**config.mk**
```make
export PLATFORM = sky130hd
export DESIGN_NAME = manchester_decoder_hqii
export DESIGN_NICKNAME = d
export VERILOG_FILES = /design/src/rtl/hqii_pkg.sv /design/src/rtl/manch_symbol_sampler.sv /design/src/rtl/manchester_decoder_hqii.sv
export SDC_FILE = /design/constraint.sdc
export NUM_CORES = 1
export LEC_CHECK = 0
export CORE_ASPECT_RATIO = 2
export CORE_UTILIZATION = 40
export CTS_BUF_LIST = sky130_fd_sc_hd__clkbuf_16
export DETAILED_ROUTE_END_ITERATION = 10
export PLACE_DENSITY_LB_ADDON = 0.1
export SLEW_MARGIN = 25
export SYNTH_ARGS = -nofsm -noshare
export SYNTH_HDL_FRONTEND = slang
export SYNTH_SLANG_ARGS = --single-unit
```
**constraint.sdc**
```tcl
create_clock -name clk -period 5.9 [get_ports clk]
set_input_delay 0.885 -clock clk [delete_from_list [all_inputs] [get_ports clk]]
set_output_delay 0.885 -clock clk [all_outputs]
set_load 0.01 [all_outputs]
```
**src/rtl/hqii_pkg.sv**
```systemverilog
// hqii_pkg: shared HaveQuick II TOD link types and constants (decoder and encoder).
package hqii_pkg;
    typedef enum logic [1:0] {HUNT, PREAMBLE, MESSAGE, CHECK} hqii_state_e;
    localparam int          HQII_BIT_CLKS      = 60000;
    localparam int          HQII_PREAMBLE_BITS = 400;
    localparam int          HQII_MSG_BITS      = 112;
    localparam int          HQII_TIME_BITS     = 96;
    localparam int          HQII_IDLE_BITS     = 2;
    localparam logic [15:0] HQII_SYNC_WORD     = 16'hA5C3;
endpackage

```
**src/rtl/manch_symbol_sampler.sv**
```systemverilog
// manch_symbol_sampler: line synchronizer, edge detect, mid-bit resync of bit_cnt and half-symbol sampling.
module manch_symbol_sampler
    import hqii_pkg::*;
#(
    parameter int BIT_CLKS  = HQII_BIT_CLKS,
    parameter int TOL_CLKS  = BIT_CLKS / 8,
    parameter int IDLE_BITS = HQII_IDLE_BITS
) (
    input  logic clk,
    input  logic reset,
    input  logic manch_in,
    input  logic hunt,
    output logic start,
    output logic sym_valid,
    output logic sym_bit,
    output logic sym_viol,
    output logic no_edge_timeout
);
    localparam int            BW       = $clog2(BIT_CLKS);
    localparam int            IW       = $clog2((IDLE_BITS + 2) * BIT_CLKS);
    localparam logic [IW-1:0] QUIET_MAX = IW'((IDLE_BITS + 2) * BIT_CLKS - 1);
    logic [3:0]    sync;
    logic [BW-1:0] bit_cnt;
    logic [IW-1:0] quiet_cnt;
    logic          h_smp, l_smp, edge_det, mid_edge;
    // sync[1:0] is the synchronizer, sync[3:2] the two-stage edge detector
    assign edge_det        = sync[2] ^ sync[3];
    assign mid_edge        = !hunt && edge_det && bit_cnt >= BW'(BIT_CLKS / 2 - TOL_CLKS)
                             && bit_cnt <= BW'(BIT_CLKS / 2 + TOL_CLKS);
    assign start           = hunt && edge_det && quiet_cnt >= IW'(IDLE_BITS * BIT_CLKS);
    assign sym_valid       = !hunt && bit_cnt == BW'(BIT_CLKS - 1);
    assign sym_bit         = h_smp & ~l_smp;
    assign sym_viol        = h_smp == l_smp;
    assign no_edge_timeout = !hunt && quiet_cnt > IW'(3 * BIT_CLKS / 2);
    // the arming edge is mid-bit, so the level just before it is the first half of symbol one
    always_ff @(posedge clk or negedge reset)
        if (!reset) begin
            sync      <= '0;
            bit_cnt   <= '0;
            quiet_cnt <= '0;
            h_smp     <= 1'b0;
            l_smp     <= 1'b0;
        end else begin
            sync      <= {sync[2:0], manch_in};
            quiet_cnt <= (hunt ? edge_det : mid_edge) ? '0 : quiet_cnt + IW'(quiet_cnt != QUIET_MAX);
            bit_cnt   <= (start || mid_edge) ? BW'(BIT_CLKS / 2 + 1) : (hunt || sym_valid) ? '0 : bit_cnt + BW'(1);
            h_smp     <= start ? sync[3] : (!hunt && bit_cnt == BW'(BIT_CLKS / 4)) ? sync[2] : h_smp;
            l_smp     <= (!hunt && bit_cnt == BW'(3 * BIT_CLKS / 4)) ? sync[2] : l_smp;
        end
endmodule

```
**src/rtl/manchester_decoder_hqii.sv**
```systemverilog
// manchester_decoder_hqii: HaveQuick II TOD receiver; qualifies the preamble, collects the 112-bit frame
// and publishes the 96-bit time message when the sync word matches.
module manchester_decoder_hqii
    import hqii_pkg::*;
#(
    parameter int          BIT_CLKS      = HQII_BIT_CLKS,
    parameter int          TOL_CLKS      = BIT_CLKS / 8,
    parameter int          PREAMBLE_BITS = HQII_PREAMBLE_BITS,
    parameter int          IDLE_BITS     = HQII_IDLE_BITS,
    parameter logic [15:0] SYNC_WORD     = HQII_SYNC_WORD
) (
    input  logic                      clk,
    input  logic                      reset,
    input  logic                      manch_in,
    output logic [HQII_TIME_BITS-1:0] time_msg,
    output logic                      msg_valid,
    output logic                      sync_err,
    output logic                      code_err,
    output logic                      busy
);
    localparam int PW = $clog2(PREAMBLE_BITS + 1);
    localparam int MW = $clog2(HQII_MSG_BITS + 1);
    hqii_state_e              state, state_n;
    logic [PW-1:0]            pre_cnt, pre_n;
    logic [MW-1:0]            msg_cnt, msg_n;
    logic [HQII_MSG_BITS-1:0] shift;
    logic start, sym_valid, sym_bit, sym_viol, no_edge_timeout, wr, ok, bad_sync, bad_code;

    manch_symbol_sampler #(.BIT_CLKS(BIT_CLKS), .TOL_CLKS(TOL_CLKS), .IDLE_BITS(IDLE_BITS)) u_sampler (
        .clk(clk), .reset(reset), .manch_in(manch_in), .hunt(state == HUNT), .start(start),
        .sym_valid(sym_valid), .sym_bit(sym_bit), .sym_viol(sym_viol), .no_edge_timeout(no_edge_timeout)
    );

    assign busy = state != HUNT;

    always_comb begin
        state_n  = state;
        pre_n    = pre_cnt;
        msg_n    = msg_cnt;
        wr       = 1'b0;
        ok       = 1'b0;
        bad_sync = 1'b0;
        bad_code = 1'b0;
        case (state)
            HUNT: begin
                pre_n = '0;
                msg_n = '0;
                if (start) state_n = PREAMBLE;
            end
            PREAMBLE:
                if (no_edge_timeout || (sym_valid && (sym_viol || !sym_bit))) begin
                    bad_code = 1'b1;
                    state_n  = HUNT;
                end else if (sym_valid) begin
                    pre_n = pre_cnt + PW'(1);
                    if (pre_n == PW'(PREAMBLE_BITS)) state_n = MESSAGE;
                end
            MESSAGE:
                if (no_edge_timeout || (sym_valid && sym_viol)) begin
                    bad_code = 1'b1;
                    state_n  = HUNT;
                end else if (sym_valid) begin
                    wr    = 1'b1;
                    msg_n = msg_cnt + MW'(1);
                    if (msg_n == MW'(HQII_MSG_BITS)) state_n = CHECK;
                end
            CHECK: begin
                ok       = shift[HQII_MSG_BITS-1 -: 16] == SYNC_WORD;
                bad_sync = !ok;
                state_n  = HUNT;
            end
            default: state_n = HUNT;
        endcase
    end

    always_ff @(posedge clk or negedge reset)
        if (!reset) begin
            state   <= HUNT;
            pre_cnt <= '0;
            msg_cnt <= '0;
        end else begin
            state   <= state_n;
            pre_cnt <= pre_n;
            msg_cnt <= msg_n;
        end

    always_ff @(posedge clk or negedge reset)
        if (!reset) begin
            shift     <= '0;
            time_msg  <= '0;
            msg_valid <= 1'b0;
            sync_err  <= 1'b0;
            code_err  <= 1'b0;
        end else begin
            if (wr) shift[msg_cnt] <= sym_bit;
            if (ok) time_msg <= shift[HQII_TIME_BITS-1:0];
            msg_valid <= ok;
            sync_err  <= bad_sync;
            code_err  <= bad_code;
        end
endmodule

```
==> impl_results.md, run 1 <==
- Mapped cell area: 0.0125 mm^2
- Antenna violations before repair: 0
- Reg2Reg Setup Slack: 2790 ps
- Internal power: 2720 uW
- Synth warn: 0
- Placeable Area: 0.0309 mm^2
- Vias in the first global route: 8199
- Total power: 3470 uW
- Slew Limit Fails: 0
- Die Ht: 252 um
- Total wire length: 28.0 mm
- CTS Hold Bufs: 0
- First-pass GRT wire length: 45.4 mm
- Sink Count: 269
- Max-slew headroom: 0.363
- Routed len/inst: 18.0 um
- Post-cts sizing count: 0
- Slowest cell on the critical path: clkdlybuf4s50_1
- FP Rows: 91
- TNS Setup: 0 ps
- Tcrit/Tclk final: 0.540
- CTS H-Tree Depth: 1
- Congestion Overflow GR: 0
- R2R Path Start: u_sampler.bit_cnt[0]
- WP data arrival: 2300 ps
- Flip-flop and latch count after synthesis: 269
- Cts bufs inserted: 26
- Crit path required time: 5020 ps
- Startpoint Class: register
- P_sw: 742 uW
- Share of synthesized registers carrying an async set or reset: 1.00
- Ant diodes: 0
- Starting DRT DRC Count: 287
- Post-synth EDFFs: 0
- Post-Syn Nets: 1050
- Hold crit path type: in2async
- Slowest Stage Delay on Critical Path: 550 ps
- Count leader, synth: dfrtp_1
- Die W: 127 um
- CP Cell Sequence: inv_1 -> ha_1 -> inv_1 -> clkdlybuf4s50_1
- CTS tree: yes
- GP Congestion: 0.832
- DRT Pass-1 Iters: 4
- Vias: 7943
- Avg Vias per Cell: 5.09
- Seq/Total Area, Yosys: 0.537
- Syn Area/Cell: 12.1 um^2
- Min cycle time layout: 3180 ps
- Top_reg_cell synth: dfrtp_1
- FF-to-FF path depth: 7
- Layout Skew: 9.48 ps
- IO Port Bufs: 102
- Distinct cells, synth: 65
- Global Route Usage Sum: 0.181
- Post-synth top area share: 0.537
- Number of max-cap violations: 0
- Synthesis-to-layout area growth: 16.9%
- Gate count of the mapped netlist: 1036
- Comb power frac: 0.017
- DP HPWL: 18.6 mm
- Setup CP Type: reg2out
- Final Hold Vio Count: 0
- ANT nets after route: 0
- Synth area leaders: dfrtp_1 (54%), mux2_2 (12%), mux2_4 (7.2%), nand2_1 (4.9%), nor2_1 (2.0%)
- FILL cells: 2809
- Unrepaired setup endpoints after global routing: false
- Clk slew on worst S/H paths: 60 ps
- Reg-to-Reg End: shift[3]
- Post-synth top cells: dfrtp_1 (269), nand2_1 (163), mux2_2 (139)
- Clock Power Share: 0.448
- Layout cells sized above 1: 0.245
- VDD IR max: 0.000219 V
- Nets: 1139
- Max FO, Critical Path: 9
- CTS max path bufs: 3
- Endpoints failing setup: 0
- Initial Util: 0.406
- Critical path origin: state[1]
- Clock Root Buffer: clkbuf_16
- P_leak: 0.00680 uW
- Pwr per Cell Area: 237 mW/mm^2
- Boundary Pins: 103
- Postcts setup bufs: 0
- Worst Setup End Kind: output port
- Switching fraction of total power: 0.214
- Die area: 0.0321 mm^2
- Max frequency: 314 MHz
- Most frequent CP cell: inv_1
- Clk Latency, worst-skew pair: 530 ps
- Sequential Power Share: 0.535
- Status: finished, final reports clean
- Worst Tran Pin Value: 956 ps
- Largest net degree at the start of global routing: 132
- DRC Markers: 0
- Yosys top cell by area: dfrtp_1
## cell usage in the layout, fill, tap and decap left out, types with 11 or more instances in the layout
cell and count:
clkdlybuf4s50_1 101, mux2_4 60, o21ai_0 31, nand3_1 22, nor3_1 14, nor2b_1 11
inv_1 25, nand4_1 12, mux2_2 139, nor2_1 68, nand2_1 162, xor2_1 23
clkbuf_16 27, dfrtp_1 269
## cell type report
cell class / count / area [um^2] / share of cell area
clock inverter: 18 / 103 / 0.00700
multi-input combinational: 694 / 5390 / 0.368
clock buffer: 27 / 676 / 0.0461
tap: 418 / 523 / 0.0357
sequential: 269 / 6730 / 0.460
timing repair buffer: 112 / 1140 / 0.0777
inverter: 22 / 82.6 / 0.00564
## state kept, by name, summed over array words and instances, names as in the netlist
signal               cells
pre_cnt                  9
code_err                 1
time_msg                96
u_sampler.sync           4
msg_valid                1
u_sampler.quiet_cnt     18
msg_cnt                  7
u_sampler.bit_cnt       16
u_sampler.l_smp          1
sync_err                 1
shift                  112
u_sampler.h_smp          1
state                    2
## how the worst max path moves through the flow
stage                           end  slack [ps]
final                          busy        2720
after global routing       shift[3]        2580
after CTS                      busy        2670
after detailed placement   shift[3]        2770
after global placement     shift[3]        2890
after floorplan           shift[32]        3300
## stage by stage
| stage | hold slack, ps | cell area, um^2 | setup slack (ps) | util | std cells |
|---|---|---|---|---|---|
| after floorplan | 331 | 12500 | 3300 | - | 1036 |
| after global placement | 333 | 13800 | 2890 | 0.448 | 1513 |
| after detailed placement | 338 | 13800 | 2770 | 0.448 | 1513 |
| after CTS | 353 | 14600 | 2670 | 0.473 | 1558 |
| after global routing | 358 | 14600 | 2580 | 0.475 | 1560 |
| final | 338 | 14600 | 2720 | 0.475 | 1560 |
## power groups by stage
stage | clock [uW] | combinational (uW) | sequential [uW]
2_1_floorplan | 0 | 14.1 | 1890
3_3_place_gp | 0 | 60.3 | 1890
3_5_place_dp | 0 | 60.2 | 1890
4_1_cts | 1610 | 60.3 | 1850
5_1_grt | 1690 | 69.2 | 1850
6_report | 1550 | 58.1 | 1850
## worst max-delay path, delay by kind of cell, from the launching register on
family     cells  cell delay [ps]
fa+ha+maj      1              440
flops          1              410
buf+inv        3              910
## metal layers
metal,track usage,share of wire,vias to the layer above
li1,-,-,3743
met1,0.208,0.39,4054
met2,0.344,0.56,110
met3,0.0191,0.025,36
met5,0,0,-
met4,0.0568,0.023,0
## cells by family after synthesis
family                   count (synthesis)  share of synthesized area
adder cells (fa/ha/maj)                 11                     0.0110
flip-flops                             269                      0.537
buffers and inverters                   73                     0.0338
AND/OR/NAND/NOR                        365                      0.140
XOR/XNOR                                33                     0.0231
multiplexers                           213                      0.209
AO/OA/AOI/OAI                           72                     0.0461
No activity file was read; power rests on OpenSTA's default activity.
==> run 2: changes to the inputs <==
clock period = 3.18 ns   (was 5.9 ns; I/O delays follow)
==> run 2 against run 1 <==
  * Highest routed layer unchanged
  * Clock skew rose by 13 ps
  * Via count fell by 0.84%
  * Cell count rose by 0.71%
  * Combinational power rose by 89%
  * Largest cell class unchanged
  * Design area rose by 1.3%
  * Global-route usage rose by 0.48 points
  * Critical endpoint unchanged
  * Clock-buffer cell count fell by 2
==> impl_results.md, run 2 (same netlist as run 1, synthesis figures left out) <==
- Status: finished, final reports clean (unchanged)
- Starting DRT DRC Count: 300 (was 287)
- DRT Pass-1 Iters: 4 (unchanged)
- WP data arrival: 2340 ps (was 2300 ps)
- Nets: 1149 (was 1139)
- Final worst slack: 363 ps (was 2720 ps)
- Commonest cells after routing, fill and taps aside: dfrtp_1 (269), nand2_1 (162), mux2_2 (139) (unchanged)
- Pre-CTS WS: 390 ps (was 2770 ps)
- Avg Vias per Cell: 5.01 (was 5.09)
- Min cycle time layout: 2820 ps
- WL met3: 726 um (was 705 um)
- Worst Setup End Kind: output port (unchanged)
- Startpoint Class: register (unchanged)
- Crit path required time: 2700 ps (was 5020 ps)
- Endpoints failing setup: 0 (unchanged)
- Clk Latency, worst-skew pair: 540 ps (was 530 ps)
- Clock Root Buffer: clkbuf_16 (unchanged)
- Worst Tran Pin Value: 713 ps (was 956 ps)
- Unrepaired setup endpoints after global routing: false (unchanged)
- GP Congestion: 0.854 (was 0.832)
- Initial Util: 0.406 (unchanged)
- Total wire length: 28.3 mm (was 28.0 mm)
- Sink Count: 269 (unchanged)
- Pwr per Cell Area: 452 mW/mm^2 (was 237 mW/mm^2)
- IO Port Bufs: 102 (unchanged)
- Layout Skew: 22.0 ps (was 9.48 ps)
- Vias: 7876 (was 7943)
- Max frequency: 355 MHz
- Slew Limit Fails: 0 (unchanged)
- Top flop regs: shift: 112 flops, time_msg: 96 flops, u_sampler.quiet_cnt: 18 flops (unchanged)
- Antenna violations before repair: 0 (unchanged)
- Tcrit/Tclk final: 0.886
- R2R Path Start: u_sampler.bit_cnt[0] (unchanged)
- First-pass GRT wire length: 46.3 mm (was 45.4 mm)
- CTS max path bufs: 3 (unchanged)
- Postcts setup bufs: 0 (unchanged)
- Most common cell after layout, fill and taps aside: dfrtp_1 (unchanged)
- Hold worst-path end: u_sampler.sync[1]
- WL met1: 10.9 mm (was 11.0 mm)
- Worst hold path stage count: 0
- CP Cell Sequence: inv_1 -> ha_1 -> buf_4 -> inv_1 -> clkdlybuf4s50_1 (was inv_1 -> ha_1 -> inv_1 -> clkdlybuf4s50_1)
- Hold path start: u_sampler.sync[0]
- Slowest Stage Delay on Critical Path: 600 ps (was 550 ps)
- Die area: 0.0321 mm^2 (unchanged)
- Clk slew on worst S/H paths: 60 ps (about the same)
- Congestion Overflow GR: 0 (unchanged)
- Worst hold-check slack: 348 ps (was 338 ps)
- Layout cells sized above 1: 0.252 (was 0.245)
- Setup CP Type: reg2out (unchanged)
- Biggest register: shift (unchanged)
- Die Ht: 252 um (unchanged)
- Vias in the first global route: 8485 (was 8199)
- Largest net degree at the start of global routing: 69 (was 132)
- Max FO, Critical Path: 7 (was 9)
- Synthesis-to-layout area growth: 18.5% (was 16.9%)
- Reg2Reg Setup Slack: 380 ps (was 2790 ps)
- TNS Setup: 0 ps (unchanged)
- Placeable Area: 0.0309 mm^2 (unchanged)
- Most frequent CP cell: inv_1 (unchanged)
- Worst Path Buf+Inv: 4 (was 3)
- Max-slew headroom: 0.523 (was 0.363)
- FILL cells: 2822 (was 2809)
- Met2 WL post-DR: 15.9 mm (was 15.6 mm)
- Crit path max-delay family: buffers and inverters (unchanged)
- CTS H-Tree Depth: 1 (unchanged)
- FF-to-FF path depth: 8 (was 7)
- Max reg flops: 112 (unchanged)
- DRC Markers: 0 (unchanged)
- Hold crit path type: reg2reg (was in2async)
- Stages on worst setup path: 5 (was 4)
- Ant diodes: 0 (unchanged)
- Slowest cell on the critical path: clkdlybuf4s50_1 (unchanged)
- ANT nets after route: 0 (unchanged)
- P_leak: 0.00689 uW (was 0.00680 uW)
- Final Hold Vio Count: 0 (unchanged)
- FP Rows: 91 (unchanged)
- DP HPWL: 19.2 mm (was 18.6 mm)
- Cts bufs inserted: 25 (was 26)
- VDD IR max: 0.000346 V (was 0.000219 V)
- Reg-to-Reg End: shift[105] (was shift[3])
- Boundary Pins: 103 (unchanged)
- Global Route Usage Sum: 0.185 (was 0.181)
- Die W: 127 um (unchanged)
- Top Metal Used: met4 (unchanged)
- CTS tree: yes (unchanged)
- Routed len/inst: 18.0 um (about the same)
- Number of max-cap violations: 0 (unchanged)
[run 2: cell type report]
type	count	area (um^2)	share of cell area
Sequential cell	269	6730	0.454
Multi-Input combinational cell	694	5390	0.363
Timing Repair Buffer	123	1260	0.0850
Clock buffer	25	626	0.0422
Tap cell	418	523	0.0352
Clock inverter	20	223	0.0150
Inverter	22	82.6	0.00556
[run 2: worst max-delay path by stage]
stage,from,endpoint,slack (ps)
final,state[0],busy,360
after global routing,state[0],busy,230
after CTS,state[0],busy,300
after detailed placement,u_sampler.bit_cnt[0],shift[68],390
after global placement,u_sampler.bit_cnt[0],shift[80],450
after floorplan,u_sampler.bit_cnt[0],shift[32],580
[run 2: stage by stage]
stage	util	power [uW]	instances	area [um^2]
2_1_floorplan	-	3530	1036	12500
3_3_place_gp	0.453	3620	1525	14000
3_5_place_dp	0.453	3620	1525	14000
4_1_cts	0.481	6820	1571	14800
5_1_grt	0.481	6970	1571	14800
6_report	0.481	6710	1571	14800
[run 2: timing repair]
action | in CTS | in global routing
resized for setup | 0 | 0
hold endpoints to repair | 63 | 0
hold buffers | 1 | 0
[run 2: per-layer routing]
metal	vias to the layer above	global-route usage
met4	0	0.0650
met2	122	0.358
li1	3763	-
met1	3949	0.207
met3	42	0.0201
met5	-	0
[run 2: report_power, final]
| part | total, uW | internal, uW | switching (uW) |
|---|---|---|---|
| combinational | 110 | 22.9 | 87.5 |
| sequential | 3440 | 3430 | 10.1 |
| clock | 3160 | 1840 | 1330 |
| total | 6710 | 5290 | 1420 |
==> run 3: changes to the inputs <==
CORE_ASPECT_RATIO = unset   (was 2)
CORE_UTILIZATION = 55   (was 40)
RECOVER_POWER = 50   (was unset)
==> run 3 against run 2 <==
  * The flow now finishes with violations (max-capacitance violations, max-slew violations)
  * Wire length shrank 11%
  * Register-to-register slack lost 120 ps
  * Worst hold slack gained 2.8 ps
  * Clock skew shrank 12 ps
  * Clock power shrank 2%
  * Combinational power shrank 5%
  * Clock-buffer cell count grew 4
  * Critical endpoint is now shift[104]
  * Highest routed layer unchanged
==> impl_results.md, run 3 (same netlist as run 1, synthesis figures left out) <==
- Slowest cell on the critical path: or3_1 (was clkdlybuf4s50_1)
- Comb power frac: 0.016 (about the same)
- DRT Pass-1 Iters: 4 (unchanged)
- Initial Util: 0.567 (was 0.406)
- WP data arrival: 3330 ps (was 2340 ps)
- Failing checks: max-capacitance violations, max-slew violations
- FP Rows: 54 (was 91)
- Stages on worst setup path: 8 (was 5)
- Final Non-Filler Cells: 1440 (was 1571)
- GP Congestion: 0.855 (was 0.854)
- Clock Power Share: 0.467 (was 0.471)
- P_leak: 0.00704 uW (was 0.00689 uW)
- Total wire length: 25.3 mm (was 28.3 mm)
- Setup CP Type: reg2reg (was reg2out)
- Endpoints failing setup: 0 (unchanged)
- Design area: 0.0146 mm^2 (was 0.0148 mm^2)
- Switching fraction of total power: 0.211 (was 0.212)
- Sink Count: 269 (unchanged)
- Startpoint Class: register (unchanged)
- Worst Path Buf+Inv: 1 (was 4)
- Global Route Usage Sum: 0.222 (was 0.185)
- Vias: 7947 (was 7876)
- First-pass GRT wire length: 42.1 mm (was 46.3 mm)
- Placed Instance Area: 0.0138 mm^2 (was 0.0140 mm^2)
- Cts bufs inserted: 28 (was 25)
- Slowest Stage Delay on Critical Path: 540 ps (was 600 ps)
- Max reg flops: 112 (unchanged)
- Total power: 6650 uW (was 6710 uW)
- IO Port Bufs: 102 (unchanged)
- Ant diodes: 0 (unchanged)
- Number of max-cap violations: 1 (was 0)
- ANT nets after route: 0 (unchanged)
- Die W: 153 um (was 127 um)
- Clk Latency, worst-skew pair: 530 ps (was 540 ps)
- CTS tree: yes (unchanged)
- Placeable Area: 0.0221 mm^2 (was 0.0309 mm^2)
- P_sw: 1400 uW (was 1420 uW)
- Clk slew on worst S/H paths: 60 ps (about the same)
- Largest net degree at the start of global routing: 82 (was 69)
- Min cycle time layout: 2920 ps (was 2820 ps)
- DRC Markers: 0 (unchanged)
- Final Hold Vio Count: 0 (unchanged)
- CTS H-Tree Depth: 1 (unchanged)
- Tcrit/Tclk final: 0.919 (was 0.886)
- Vias in the first global route: 8004 (was 8485)
- Most common cell after layout, fill and taps aside: dfrtp_1 (unchanged)
- Synthesis-to-layout area growth: 16.7% (was 18.5%)
- Max-slew headroom: -0.392 (was 0.523)
- CTS max path bufs: 3 (unchanged)
- Clock Root Buffer: clkbuf_16 (unchanged)
- Layout Skew: 10.2 ps (was 22.0 ps)
- Die Ht: 153 um (was 252 um)
- TNS Setup: 0 ps (unchanged)
- Antenna violations before repair: 0 (unchanged)
- Pwr per Cell Area: 455 mW/mm^2 (was 452 mW/mm^2)
- Worst Tran Pin Value: 2090 ps (was 713 ps)
- Crit path required time: 3590 ps (was 2700 ps)
- FILL cells: 1725 (was 2822)
- Internal power: 5250 uW (was 5290 uW)
- Max FO, Critical Path: 22 (was 7)
- Worst Setup End Kind: register (was output port)
- Routed len/inst: 17.6 um (was 18.0 um)
- Starting DRT DRC Count: 374 (was 300)
- Crit path max-delay family: simple AND/OR/NAND/NOR gates (was buffers and inverters)
- Register Area: 0.00673 mm^2 (unchanged)
- Congestion Overflow GR: 0 (unchanged)
- Layout cells sized above 1: 0.253 (was 0.252)
- VDD IR max: 0.000354 V (was 0.000346 V)
- Post-cts sizing count: 0 (unchanged)
- Placed Cells: 1388 (was 1525)
- Sequential Power Share: 0.517 (was 0.512)
- Max frequency: 342 MHz (was 355 MHz)
- Hold crit path type: reg2reg (unchanged)
- DP HPWL: 16.8 mm (was 19.2 mm)
- Die area: 0.0234 mm^2 (was 0.0321 mm^2)
- FF-to-FF path depth: 8 (unchanged)
- Biggest register: shift (unchanged)
- Slew Limit Fails: 81 (was 0)
- Boundary Pins: 103 (unchanged)
- Multi-input gate area: 0.00539 mm^2 (unchanged)
- Nets: 1153 (was 1149)
- Worst hold path stage count: 0 (unchanged)
- CP Cell Sequence: ha_1 -> and4_4 -> nand4_1 -> or3_1 -> a2111oi_4 -> buf_4 -> nand2_1 -> mux2_4 (was inv_1 -> ha_1 -> buf_4 -> inv_1 -> clkdlybuf4s50_1)
- Top flop regs: shift: 112 flops, time_msg: 96 flops, u_sampler.quiet_cnt: 18 flops (unchanged)
- Status: complete, but fails checks (was finished, final reports clean)
- Unrepaired setup endpoints after global routing: false (unchanged)
- Commonest cells after routing, fill and taps aside: dfrtp_1 (269), nand2_1 (162), mux2_2 (139) (unchanged)
- Avg Vias per Cell: 5.52 (was 5.01)
-- run 3: cell count changes in the layout (fill, tap and decap cells not counted), sizes merged, moves of 3 or more --
cell	previous run	this run
clkinv	7	15
dlygate4sd3	1	47
buf	21	18
bufinv	5	2
inv	29	25
clkdlybuf4s50	101	55
clkbuf	25	33
-- run 3: power groups by stage --
stage | logic [uW] | clock network, uW | registers (uW)
4_1_cts | 114 | 3180 | 3440
2_1_floorplan | 26.2 | 0 | 3500
6_report | 105 | 3110 | 3440
3_3_place_gp | 112 | 0 | 3500
3_5_place_dp | 112 | 0 | 3500
5_1_grt | 125 | 3310 | 3440
-- run 3: worst paths after layout --
| check | start | end | slack (ps) |
|---|---|---|---|
| setup reg to reg | u_sampler.bit_cnt[0] | shift[104] | 260 |
| hold / removal | u_sampler.sync[1] | u_sampler.sync[2] | 350 |
| setup / recovery | u_sampler.bit_cnt[0] | shift[104] | 260 |
| hold reg to reg | u_sampler.sync[1] | u_sampler.sync[2] | 350 |
| min in group asynchronous | reset | time_msg[17] | 1080 |
| max in group asynchronous | reset | time_msg[44] | 540 |
-- run 3: what timing repair did --
action | CTS | global route
hold buffers | 1 | 0
hold endpoints to repair | 75 | 0
setup buffers | 0 | 0
-- run 3: area by class of cell --
| type | count | area share |
|---|---|---|
| multi-input cells | 694 | 0.369 |
| inverters | 22 | 0.00565 |
| flip-flops and latches | 269 | 0.460 |
| well taps | 280 | 0.0240 |
| repair buffers | 124 | 0.0815 |
| clock inverters | 22 | 0.0102 |
| clock buffers | 29 | 0.0496 |
-- run 3: routing by layer --
metal	wire, um	up-vias	share of wire	global-route usage
li1	-	3778	-	-
met1	11800	4007	0.47	0.310
met2	12400	134	0.49	0.372
met3	708	28	0.028	0.0275
met4	383	0	0.015	0.0510
met5	0	-	0	0
-- run 3: stage by stage --
stage	hold slack, ps	worst slack [ps]	utilization
after CTS	354	256	0.663
after global placement	332	379	0.623
after detailed placement	340	271	0.623
after floorplan	181	584	-
after global routing	356	42.0	0.662
final	351	259	0.662
